<file path="config.mk">
export PLATFORM = sky130hd
export DESIGN_NAME = histogram_eq_lut_flat
export DESIGN_NICKNAME = d
export VERILOG_FILES = /design/src/rtl/histogram_eq_lut_pkg.sv /design/src/rtl/histogram_eq_lut_if.sv /design/src/rtl/histogram_eq_lut_div.sv /design/src/rtl/histogram_eq_lut.sv /design/src/flat_wrapper.sv
export SDC_FILE = /design/constraint.sdc
export NUM_CORES = 2
export LEC_CHECK = 0
export ABC_AREA = 1
export BUFFER_PORTS_ARGS = -buffer_cell sky130_fd_sc_hd__buf_2
export CORE_MARGIN = 2
export CORE_UTILIZATION = 63
export CTS_CLUSTER_DIAMETER = 60
export DETAILED_ROUTE_END_ITERATION = 7
export PLACE_DENSITY = 0.79
export SKIP_LAST_GASP = 1
export SYNTH_ARGS = -nofsm -noshare
export SYNTH_HDL_FRONTEND = slang
export SYNTH_HIERARCHICAL = 1
export SYNTH_SLANG_ARGS = --single-unit
</file>
<file path="constraint.sdc">
create_clock -name clk -period 8.2 [get_ports clk]
set_input_delay 0.41 -clock clk [delete_from_list [all_inputs] [get_ports clk]]
set_output_delay 0.41 -clock clk [all_outputs]
set_load 0.02 [all_outputs]
</file>
<file path="src/rtl/histogram_eq_lut_pkg.sv">
// Shared definitions for the histogram-equalisation LUT builder: width helper,
// default geometry with its derived widths, and the build FSM encoding.
package histogram_eq_lut_pkg;

  // Number of bits needed to represent value (0 for value 0).
  function automatic int clogb2(input int value);
    int bits;
    bits = 0;
    while (value > 0) begin
      bits++;
      value = value >> 1;
    end
    return bits;
  endfunction

  // Default geometry; the top re-derives the same quantities from its own parameters.
  localparam int DEF_PIXEL_WIDTH  = 8;
  localparam int DEF_IMAGE_WIDTH  = 640;
  localparam int DEF_IMAGE_HEIGHT = 480;
  localparam int DEF_COLOR_RANGE  = 256;

  localparam int TOTAL_PIXEL   = DEF_IMAGE_WIDTH * DEF_IMAGE_HEIGHT;
  localparam int DATA_WIDTH    = clogb2(TOTAL_PIXEL - 1);
  localparam int ADDRESS_WIDTH = clogb2(DEF_COLOR_RANGE - 1);
  localparam int CDF_WIDTH     = DATA_WIDTH + 1;

  typedef enum logic [2:0] {
    IDLE,
    REQ,
    WAIT,
    DIV,
    WR,
    CLR
  } state_t;

endpackage

</file>
<file path="src/rtl/histogram_eq_lut_if.sv">
// Histogram counter read/clear port. The LUT builder is the master: it issues
// bin addresses, read requests and the clear pulse; the counter answers.
interface histogram_eq_lut_if #(
  parameter int ADDRESS_WIDTH = 8,
  parameter int DATA_WIDTH    = 19
);
  logic [ADDRESS_WIDTH-1:0] hist_addr;
  logic                     hist_rreq;
  logic [DATA_WIDTH-1:0]    hist_data;
  logic                     hist_valid;
  logic                     hist_clear;

  modport master (
    output hist_addr, hist_rreq, hist_clear,
    input  hist_data, hist_valid
  );

  modport slave (
    input  hist_addr, hist_rreq, hist_clear,
    output hist_data, hist_valid
  );
endinterface

</file>
<file path="src/rtl/histogram_eq_lut_div.sv">
// Iterative restoring divider by a constant. Produces Q_WIDTH quotient bits,
// MSB first, one per cycle after start. The caller guarantees the quotient fits
// in Q_WIDTH bits, so numerator >> Q_WIDTH is already below DIVISOR and can seed
// the partial remainder directly. done is high during the final iteration; the
// complete quotient is on the output from the following cycle.
module hist_const_div
  import histogram_eq_lut_pkg::*;
#(
  parameter int DIVISOR   = 16,
  parameter int NUM_WIDTH = 8,
  parameter int Q_WIDTH   = 3
) (
  input  logic                 clk,
  input  logic                 arst,
  input  logic                 start,
  input  logic [NUM_WIDTH-1:0] numerator,
  output logic                 done,
  output logic [Q_WIDTH-1:0]   quotient
);

  localparam int R_WIDTH = clogb2(DIVISOR) + 1;
  localparam int C_WIDTH = clogb2(Q_WIDTH);

  logic [R_WIDTH-1:0] rem;
  logic [Q_WIDTH-1:0] low;
  logic [C_WIDTH-1:0] cnt;
  logic [R_WIDTH-1:0] trial;
  logic               fits;

  // Shift the next numerator bit into the remainder and test against the divisor.
  assign trial = {rem[R_WIDTH-2:0], low[Q_WIDTH-1]};
  assign fits  = (trial >= R_WIDTH'(DIVISOR));
  assign done  = (cnt == C_WIDTH'(1));

  // One restoring step per cycle while iterations remain.
  // NOTE: registered state uses non-blocking (<=) so every flop samples pre-edge values.
  always_ff @(posedge clk or posedge arst) begin
    if (arst) begin
      rem      <= '0;
      low      <= '0;
      cnt      <= '0;
      quotient <= '0;
    end else if (start) begin
      rem <= R_WIDTH'(numerator >> Q_WIDTH);
      low <= numerator[Q_WIDTH-1:0];
      cnt <= C_WIDTH'(Q_WIDTH);
    end else if (cnt != '0) begin
      rem      <= fits ? (trial - R_WIDTH'(DIVISOR)) : trial;
      low      <= low << 1;
      quotient <= Q_WIDTH'({quotient, fits});
      cnt      <= cnt - C_WIDTH'(1);
    end
  end

endmodule

</file>
<file path="src/rtl/histogram_eq_lut.sv">
// Histogram-equalisation LUT builder. On start it walks every histogram bin,
// accumulates a saturating CDF, maps each bin to cdf*(COLOR_RANGE-1)/TOTAL_PIXEL
// and stores it in an internal LUT. Live pixels are remapped through the LUT
// with one cycle of latency (identity until the first build completes).
module histogram_eq_lut
  import histogram_eq_lut_pkg::*;
#(
  parameter int PIXEL_WIDTH  = DEF_PIXEL_WIDTH,
  parameter int IMAGE_WIDTH  = DEF_IMAGE_WIDTH,
  parameter int IMAGE_HEIGHT = DEF_IMAGE_HEIGHT,
  parameter int COLOR_RANGE  = DEF_COLOR_RANGE,
  parameter bit CLEAR_AFTER  = 1'b1
) (
  input  logic                   clk,
  input  logic                   arst,
  input  logic                   start,
  output logic                   busy,
  output logic                   done,
  histogram_eq_lut_if.master     hist,
  input  logic [PIXEL_WIDTH-1:0] pixel_in,
  input  logic                   pixel_valid,
  output logic [PIXEL_WIDTH-1:0] pixel_out,
  output logic                   pixel_out_valid
);

  localparam int TOTAL      = IMAGE_WIDTH * IMAGE_HEIGHT;
  localparam int D_WIDTH    = clogb2(TOTAL - 1);
  localparam int A_WIDTH    = clogb2(COLOR_RANGE - 1);
  localparam int C_WIDTH    = D_WIDTH + 1;
  localparam int NUM_WIDTH  = C_WIDTH + A_WIDTH;

  state_t                 state;
  logic [C_WIDTH-1:0]     cdf;
  logic [C_WIDTH-1:0]     cdf_sum;
  logic [C_WIDTH-1:0]     cdf_sat;
  logic [A_WIDTH-1:0]     idx;
  logic                   lut_ready;
  logic [NUM_WIDTH-1:0]   numerator;
  logic                   div_start;
  logic                   div_done;
  logic [A_WIDTH-1:0]     quotient;
  logic [PIXEL_WIDTH-1:0] lut [COLOR_RANGE];

  // Saturating CDF update; the cap keeps every quotient within COLOR_RANGE-1.
  assign cdf_sum   = cdf + C_WIDTH'(hist.hist_data);
  assign cdf_sat   = (cdf_sum > C_WIDTH'(TOTAL)) ? C_WIDTH'(TOTAL) : cdf_sum;
  assign numerator = NUM_WIDTH'(cdf_sat) * NUM_WIDTH'(COLOR_RANGE - 1);
  assign div_start = (state == WAIT) && hist.hist_valid;

  hist_const_div #(
    .DIVISOR   (TOTAL),
    .NUM_WIDTH (NUM_WIDTH),
    .Q_WIDTH   (A_WIDTH)
  ) u_div (
    .clk       (clk),
    .arst      (arst),
    .start     (div_start),
    .numerator (numerator),
    .done      (div_done),
    .quotient  (quotient)
  );

  // Build FSM: request, wait, divide and write each bin, then clear and finish.
  always_ff @(posedge clk or posedge arst) begin
    if (arst) begin
      state           <= IDLE;
      cdf             <= '0;
      idx             <= '0;
      lut_ready       <= 1'b0;
      busy            <= 1'b0;
      done            <= 1'b0;
      hist.hist_addr  <= '0;
      hist.hist_rreq  <= 1'b0;
      hist.hist_clear <= 1'b0;
    end else begin
      done            <= 1'b0;
      hist.hist_rreq  <= 1'b0;
      hist.hist_clear <= 1'b0;
      case (state)
        IDLE: if (start) begin
          state          <= REQ;
          cdf            <= '0;
          idx            <= '0;
          busy           <= 1'b1;
          hist.hist_addr <= '0;
          hist.hist_rreq <= 1'b1;
        end
        REQ:  state <= WAIT;
        WAIT: if (hist.hist_valid) begin
          cdf   <= cdf_sat;
          state <= DIV;
        end
        DIV:  if (div_done) state <= WR;
        WR: begin
          if (idx == A_WIDTH'(COLOR_RANGE - 1)) begin
            if (CLEAR_AFTER) begin
              state           <= CLR;
              hist.hist_clear <= 1'b1;
            end else begin
              state     <= IDLE;
              done      <= 1'b1;
              busy      <= 1'b0;
              lut_ready <= 1'b1;
            end
          end else begin
            idx            <= idx + A_WIDTH'(1);
            hist.hist_addr <= idx + A_WIDTH'(1);
            hist.hist_rreq <= 1'b1;
            state          <= REQ;
          end
        end
        CLR: begin
          state     <= IDLE;
          done      <= 1'b1;
          busy      <= 1'b0;
          lut_ready <= 1'b1;
        end
        default: state <= IDLE;
      endcase
    end
  end

  // LUT write port, driven by the WR state.
  // NOTE: the LUT array has no reset; lut_ready gates its use, and resetting it would forbid RAM mapping.
  always_ff @(posedge clk) begin
    if (state == WR) lut[idx] <= PIXEL_WIDTH'(quotient);
  end

  // One-cycle lookup; a same-cycle write to the same bin is seen on the next lookup.
  always_ff @(posedge clk or posedge arst) begin
    if (arst) begin
      pixel_out       <= '0;
      pixel_out_valid <= 1'b0;
    end else begin
      pixel_out_valid <= pixel_valid;
      pixel_out       <= lut_ready ? lut[pixel_in] : pixel_in;
    end
  end

endmodule

</file>
<file path="src/flat_wrapper.sv">
// flat-port wrapper written by rule: the top's interface ports become plain ports
module histogram_eq_lut_flat import histogram_eq_lut_pkg::*;
#(
  parameter int PIXEL_WIDTH  = DEF_PIXEL_WIDTH,
  parameter int IMAGE_WIDTH  = DEF_IMAGE_WIDTH,
  parameter int IMAGE_HEIGHT = DEF_IMAGE_HEIGHT,
  parameter int COLOR_RANGE  = DEF_COLOR_RANGE,
  parameter bit CLEAR_AFTER  = 1'b1
)
  (clk, arst, start, busy, done, pixel_in, pixel_valid, pixel_out, pixel_out_valid, hist_hist_addr, hist_hist_rreq, hist_hist_clear, hist_hist_data, hist_hist_valid);
  histogram_eq_lut_if #(.ADDRESS_WIDTH((3)), .DATA_WIDTH((4))) hist_i ();
  input  logic clk;
  input  logic arst;
  input  logic start;
  output logic busy;
  output logic done;
  input  logic [PIXEL_WIDTH-1:0] pixel_in;
  input  logic pixel_valid;
  output logic [PIXEL_WIDTH-1:0] pixel_out;
  output logic pixel_out_valid;
  output wire logic [$bits(hist_i.hist_addr)-1:0] hist_hist_addr;
  output wire logic [$bits(hist_i.hist_rreq)-1:0] hist_hist_rreq;
  output wire logic [$bits(hist_i.hist_clear)-1:0] hist_hist_clear;
  input wire logic [$bits(hist_i.hist_data)-1:0] hist_hist_data;
  input wire logic [$bits(hist_i.hist_valid)-1:0] hist_hist_valid;
  assign hist_hist_addr = hist_i.hist_addr;
  assign hist_hist_rreq = hist_i.hist_rreq;
  assign hist_hist_clear = hist_i.hist_clear;
  assign hist_i.hist_data = hist_hist_data;
  assign hist_i.hist_valid = hist_hist_valid;
  histogram_eq_lut #(.PIXEL_WIDTH(PIXEL_WIDTH), .IMAGE_WIDTH(IMAGE_WIDTH), .IMAGE_HEIGHT(IMAGE_HEIGHT), .COLOR_RANGE(COLOR_RANGE), .CLEAR_AFTER(CLEAR_AFTER)) u_core (.clk(clk), .arst(arst), .start(start), .busy(busy), .done(done), .hist(hist_i), .pixel_in(pixel_in), .pixel_valid(pixel_valid), .pixel_out(pixel_out), .pixel_out_valid(pixel_out_valid));
endmodule
</file>
==> summary.md <==
| Metric | Value |
|---|---|
| Drt drc | 0 |
| Endpoints failing setup | 0 |
| Commonest non-fill, non-tap cell in the layout | edfxtp_1 |
| Chip height | 382 um |
| Clk_skew | 0.0332 ns |
| Max-slew violations | 0 |
| CP startpoint kind | flip-flop |
| Area growth syn-to-layout | 8.48% |
| Status | complete, no violations |
| Peak supply drop | 0.000888 V |
| Relative slew slack | 4.12% |
| DP Wirelength | 126 mm |
| Post-Synthesis Cells | 7424 |
| Worst reg2reg setup slack | 1.04 ns |
| Initial antenna violation count | 5 |
| Root buffer cell | clkbuf_16 |
| CTS max path bufs | 3 |
| P_leak | 32.8 nW |
| H-Tree Level Count | 4 |
| Critical Path Max Stage Delay | 0.48 ns |
| Clk slew on worst S/H paths | 0.06 ns |
| Setup tns final | 0 ns |
| Nets@finish | 7416 |
| Core area | 0.142 mm^2 |
| DIE WIDTH | 382 um |
| Initial drt markers | 9930 |
| Power per cell area | 304 mW/mm^2 |
| Starting Density | 63.5% |
| GRT Resource Usage Total | 31.7% |
| Fmax | 140 MHz |
| MaxCap Viol Count | 0 |
| Syn_area_per_cell | 12.1 um^2 |
| Minimum hold slack | 0.110 ns |
| Commonest cells after routing, fill and taps aside | edfxtp_1, nor2_1, o21ai_0, nand2_1, nand3_1 |
| Final min period | 7.16 ns |
| Worst min-delay path class | in2reg |
| CP required | 8.87 ns |
| Total Wirelength | 234 mm |
| Layout cells sized above 1 | 6.35% |
| Antenna Nets Post-Route | 0 |
| CTS tree | yes |
| Std-Cell Rows | 138 |
| Fillers | 9336 |
| I/O pins | 33 |
| Routability congestion estimate | 0.901 |
| Critical Path End Type | flip-flop |
| Critical path type | reg2reg |
| Worst slew pin tran | 1.43 ns |
| Fin crit share | 87.3% |
| Cell Area, Synth | 0.0900 mm^2 |
| Clock Sinks | 2132 |
| Non-filler cells, final | 9312 |
| Worst Path Arrival | 7.83 ns |
| Slowest CP cell | fa_1 |
| Final Hold Vio Count | 0 |
| IO Port Bufs | 32 |
| Overflow after GRT | 0 |
| Largest net degree at the start of global routing | 224 |
| RSZ-0062 raised after global routing | no |
| Via density | 6.58 |
| YS warnings | 6 |
| Vias in the first global route | 58800 |
| Avg WL per Cell | 25.1 um |
| Global-route wire length before repair | 351 mm |
| Pre-antenna DRT Iters | 8 |
| Num CTS Buffers | 202 |
| Max FO, Critical Path | 24 |
| Full die area | 0.146 mm^2 |
| Clk_lat worst skew | 0.85 ns |
| DR vias | 61300 |
| Inst Count DP | 8933 |
report_power, final:
| group | total (mW) | switching [mW] | internal [mW] |
|---|---|---|---|
| logic | 6.53 | 4.58 | 1.95 |
| clock network | 8.94 | 3.99 | 4.95 |
| registers | 14.2 | 0.607 | 13.6 |
per-stage QoR:
step | setup slack (ns) | util [%] | power [mW] | instance area, um^2
floorplan | 1.97 | - | 19.0 | 90000
finish | 1.04 | 68.9 | 29.7 | 97600
global placement | 1.08 | 64.4 | 20.6 | 91200
detailed placement | 1.04 | 64.4 | 20.8 | 91200
CTS | 1.11 | 68.9 | 29.6 | 97600
global route | 0.436 | 68.9 | 30.9 | 97600
routing by layer:
metal	GRT usage (%)	vias up	share of wire, %
met3	8.20	695	14
met4	14.7	4	4.5
met1	44.0	29600	36
li1	-	26500	-
met5	0	-	0.010
met2	47.6	4419	46
worst paths after layout:
kind	from	depth (start not counted)	to
max	u_core/cdf[0]	35	u_core/u_div/rem[10]
min	hist_hist_data[0]	4	u_core/cdf[0]
max reg2reg	u_core/cdf[0]	35	u_core/u_div/rem[10]
min reg2reg	u_core/u_div/low[0]	2	u_core/u_div/low[0]
max in group asynchronous	arst	4	u_core/cdf[15]
min in group asynchronous	arst	4	u_core/u_div/low[6]
area by class of cell:
type,count,area (um^2),share of cell area (%)
Antenna cell,5,12.5,0.0128
Clock buffer,269,5470,5.61
Clock inverter,100,831,0.851
Inverter,273,1050,1.08
Multi-Input combinational cell,4524,23200,23.8
Sequential cell,2132,63600,65.2
Tap cell,1890,2360,2.42
Timing Repair Buffer,119,998,1.02
registers in the layout, summed over array words and instances, names as in the netlist, 2 cells and up:
name                   flops
u_core/cdf                20
u_core/hist.hist_addr      2
u_core/idx                 6
u_core/lut              2048
u_core/pixel_out           8
u_core/state               3
u_core/u_div/cnt           4
u_core/u_div/low           8
u_core/u_div/quotient      8
u_core/u_div/rem          19
repair_timing:
item | in CTS | in global routing
buffers inserted | 0 | 0
resized for setup | 0 | 0
endpoints found under the setup margin | 0 | 0
hold buffers | 5 | 0
hold endpoints to repair | 89 | 0
critical path, delay by kind of cell, from the launching register on:
family,cells,cell delay [ns]
adders and majority gates,7,2.33
DFF,1,0.35
AOI/OAI and AO/OA,8,1.94
xor gates and xnor gates,3,0.42
buffers and inverters,6,0.52
and+or+nand+nor,11,1.42
No activity file was read; power rests on OpenSTA's default activity.
